### config.mk
export PLATFORM = sky130hd
export DESIGN_NAME = fir_filter
export DESIGN_NICKNAME = d
export VERILOG_FILES = /design/src/rtl/fir_filter.sv
export SDC_FILE = /design/constraint.sdc
export NUM_CORES = 2
export LEC_CHECK = 0
export ABC_CLOCK_PERIOD_IN_PS = 21400
export BUFFER_PORTS_ARGS = -buffer_cell sky130_fd_sc_hd__buf_4
export CORE_ASPECT_RATIO = 0.8
export CORE_UTILIZATION = 45
export CTS_CLUSTER_SIZE = 10
export DETAILED_ROUTE_END_ITERATION = 10
export PLACE_DENSITY = 0.7
export SETUP_SLACK_MARGIN = 0.2
export SYNTH_ARGS = -nofsm -noshare
export SYNTH_HDL_FRONTEND = slang
export SYNTH_SLANG_ARGS = --single-unit
### constraint.sdc
create_clock -name clk -period 21.4 [get_ports clk]
set_input_delay 4.28 -clock clk [delete_from_list [all_inputs] [get_ports clk]]
set_output_delay 4.28 -clock clk [all_outputs]
set_load 0.03 [all_outputs]
### src/rtl/fir_filter.sv
// 16-tap antisymmetric (type IV) high-pass FIR, one sample in and one sample out per clock.
// Folded direct form: the coefficient symmetry lets each pair of taps share one multiplier.
module fir_filter #(
    parameter int N    = 16,
    parameter int TAPS = 16
) (
    input  logic         clk,
    input  logic         reset,
    input  logic [N-1:0] data_in,
    output logic [N-1:0] data_out
);

    localparam int HALF  = TAPS / 2;
    localparam int CW    = 16;
    localparam int PW    = N + 1 + CW;
    localparam int ACC_W = 36;

    // Left half of the coefficient set; the right half is its negated mirror image.
    function automatic logic signed [CW-1:0] coef(input int k);
        logic signed [CW-1:0] c;
        case (k)
            0:       c = -16'sd160;
            1:       c = -16'sd240;
            2:       c = -16'sd380;
            3:       c = -16'sd580;
            4:       c = -16'sd880;
            5:       c = -16'sd1350;
            6:       c = -16'sd2250;
            7:       c = -16'sd6500;
            default: c = 16'sd0;
        endcase
        return c;
    endfunction

    logic signed [N-1:0]     taps_q    [TAPS];
    logic signed [N-1:0]     taps_next [TAPS];
    logic signed [N:0]       fold      [HALF];
    logic signed [PW-1:0]    prod      [HALF];
    logic signed [ACC_W-1:0] acc;

    // The output uses the post-shift line, so the freshly captured sample is already in tap 0.
    always_comb begin
        taps_next[0] = data_in;
        for (int k = 1; k < TAPS; k++) begin
            taps_next[k] = taps_q[k-1];
        end
    end

    // h[15-k] = -h[k], so h[k]*x[k] + h[15-k]*x[15-k] = h[k]*(x[k] - x[15-k]).
    always_comb begin
        acc = '0;
        for (int k = 0; k < HALF; k++) begin
            fold[k] = {taps_next[k][N-1], taps_next[k]}
                    - {taps_next[TAPS-1-k][N-1], taps_next[TAPS-1-k]};
            prod[k] = fold[k] * coef(k);
            acc     = acc + {{(ACC_W-PW){prod[k][PW-1]}}, prod[k]};
        end
    end

    always_ff @(posedge clk) begin
        if (reset) begin
            for (int k = 0; k < TAPS; k++) begin
                taps_q[k] <= '0;
            end
            data_out <= '0;
        end else begin
            for (int k = 0; k < TAPS; k++) begin
                taps_q[k] <= taps_next[k];
            end
            // Arithmetic shift floors toward -inf; the sum magnitude never exceeds N bits.
            data_out <= N'(acc >>> 15);
        end
    end

endmodule

==> impl_metrics.tcl <==
set metrics [dict create \
    dp.cells 5640 \
    syn_nets 5756 \
    drc 0 \
    whs_ps 428 \
    final_nets 5803 \
    drive_above_1_share_pct 3.20 \
    grt_overflow 0 \
    drv_slew 0 \
    cpPeakStageDelay_ps 660 \
    portBuffers 33 \
    holdCritPathClass "reg2reg" \
    grt_pass1_wl_mm 165 \
    synth_area_leader_cell "fa_1" \
    dieWidth_um 337 \
    synth_edf_count 0 \
    fp.coreArea_sq_mm 0.0881 \
    clockRootBuffer "clkbuf_16" \
    h-tree-depth 2 \
    post_cts_resized 0 \
    finalSetupViolations 0 \
    synthMuxAreaShare_pct 0.298 \
    fin_setup_tns_ps 0 \
    path_class "in2reg" \
    routabilityCongestion 0.960 \
    cts_buffer_depth 3 \
    worst_pin_slew_ps 994 \
    netlist_instances 4441 \
    clock-sinks 256 \
    holdBufCountCts 0 \
    cp_num_buf_inv 7 \
    drt_iter0_markers 1836 \
    dieArea_sq_mm 0.0908 \
    dp_hpwl_mm 90.0 \
    worst_path_max_delay_cell "o41ai_2" \
    rsz0062_at_grt "no" \
    antenna_left 0 \
    synth_top_area_share_pct 26.3 \
    timing.critical_path.mode_cell "inv_1" \
    path_clk_slew_ps 80 \
    antenna_found_initial 0 \
    synthSimpleGateAreaFrac_pct 9.67 \
    viasPerCell 5.07 \
    synth_top_family_by_area "adder cells" \
    synth_area_per_cell_sq_um 9.07 \
    cts_buffers 34 \
    synth_compound_area_share_pct 9.43 \
    hold_viol 0 \
    drt-pass1-iter-count 5 \
    synthXorXnorAreaFrac_pct 6.41 \
    cts_setup_buffers 0 \
    worstPathArrival_ps 13560 \
    io_pins 34 \
    layout_commonest_cell "inv_1" \
    end_kind "flip-flop" \
    vias 28900 \
    final_cell_mix "inv_1 (1183), ha_1 (768), fa_1 (529)" \
    core.rowCount 97 \
    initial_utilization_pct 45.7 \
    synth_seq_area_share_pct 12.7 \
    outcome "finished clean" \
    instances_no_fill 5689 \
    grt_max_degree 96 \
    wl_mm 102 \
    worstSkewPairLatency_ps 600 \
    post-route-period-util_pct 61.3 \
    async_flop_share_pct 0 \
    drv_cap 0 \
    max_freq_ghz 0.0763 \
    n_antenna_cell 0 \
    wl_per_cell_um 17.9 \
    yosys_warnings 0 \
    required_ps 21850 \
    skew_ps 48.5 \
    syn_to_final_growth_pct 6.72 \
    path_max_fanout 4 \
    ys_ff_latch 256 \
    crit_family "adder cells" \
    grt_usage_pct 23.4 \
    yosys.cell_types.count 86 \
    first_global_vias 29400 \
    cts_tree "yes" \
    period_needed_ps 13110 \
    netlist_area_sq_mm 0.0403 \
    start_kind "input port" \
    yosys-top-cells-area "fa_1 (26%), ha_1 (24%), dfxtp_1 (13%)" \
    synth_ff_type "dfxtp_1" \
    die_h_um 270 \
    synth_fa_ha_area_share_pct 50.1 \
    worst_slew_margin_rel_pct 33.2 \
]
## cell families (layout without fill, tap and decap cells)
| kind of cell | count (synthesis) | count (layout) |
|---|---|---|
| compound gates | 570 | 570 |
| xor+xnor | 294 | 294 |
| fa+ha+maj | 1297 | 1297 |
| buf+inv | 1218 | 1278 |
| flops | 256 | 256 |
| mux | 11 | 11 |
| other cells | 1 | 1 |
| simple gates | 794 | 794 |
## per-stage QoR
step	setup slack, ps	instance area [sq um]	util (%)
global placement	7880	42000	47.7
floorplan	8890	40300	-
CTS	8430	43000	48.8
detailed placement	7880	42000	47.7
finish	8290	43000	48.8
global route	7880	43000	48.8
## layer usage
metal	part of all wire (%)	GRT usage, %
met1	51	36.4
met2	41	33.6
met3	6.9	3.90
met4	1.9	4.72
met5	0	0
## area by class of cell
class | instances | area (sq um)
clock buffers | 39 | 880
clock inverters | 10 | 125
fillers | 8355 | 45100
inverters | 1183 | 4440
multi-input cells | 2967 | 30600
flip-flops and latches | 256 | 5120
well taps | 1188 | 1490
repair buffers | 46 | 353
## worst register-to-register path: cells and delay by family, from the launching register on
kind | cells | cell delay (ps)
compound gates | 18 | 3630
xor+xnor | 2 | 1280
fa+ha+maj | 13 | 5770
buf+inv | 10 | 700
flops | 1 | 290
mux | 1 | 290
simple gates | 3 | 620
## sequential cells by signal, summed over array words and instances (netlist names)
register / flops
data_out: 16
taps_q: 240
## cells in the mapped netlist, drive strengths merged (4+ instances only)
cell type  number
a21boi         28
o2111ai         5
o211ai         14
o21bai         27
or2            17
or3            18
and3           28
inv          1183
a41oi           5
nand2         136
a21oi         151
nand2b         37
a41o            6
a211oi         18
mux2            8
a21o           82
and2            8
nor2          266
buf             5
nor4            6
a31o            6
nand3          39
a211o          11
o41ai           4
o31a            6
a2111oi         7
dfxtp         256
xnor2         197
nand4           6
nor3           59
xor2           97
o21a           21
o21ai         129
fa            529
nor2b         156
clkbuf         30
a31oi          17
o31ai           9
and3b           5
nand3b          5
ha            768
## path summary, 6_finish.rpt
kind                            startpoint                       end  slack (ps)  cells after the start
setup reg to reg  taps_q[0][96]$_SDFF_PP0_   data_out[15]$_SDFF_PP0_        8690                     47
hold / removal    taps_q[0][32]$_SDFF_PP0_  taps_q[0][48]$_SDFF_PP0_         430                      2
setup / recovery                data_in[0]   data_out[15]$_SDFF_PP0_        8290                     38
hold reg to reg   taps_q[0][32]$_SDFF_PP0_  taps_q[0][48]$_SDFF_PP0_         430                      2
Power is left out: the tool's default activity adds up to more than one toggle a clock period on the data nets, which glitch-free logic cannot reach.
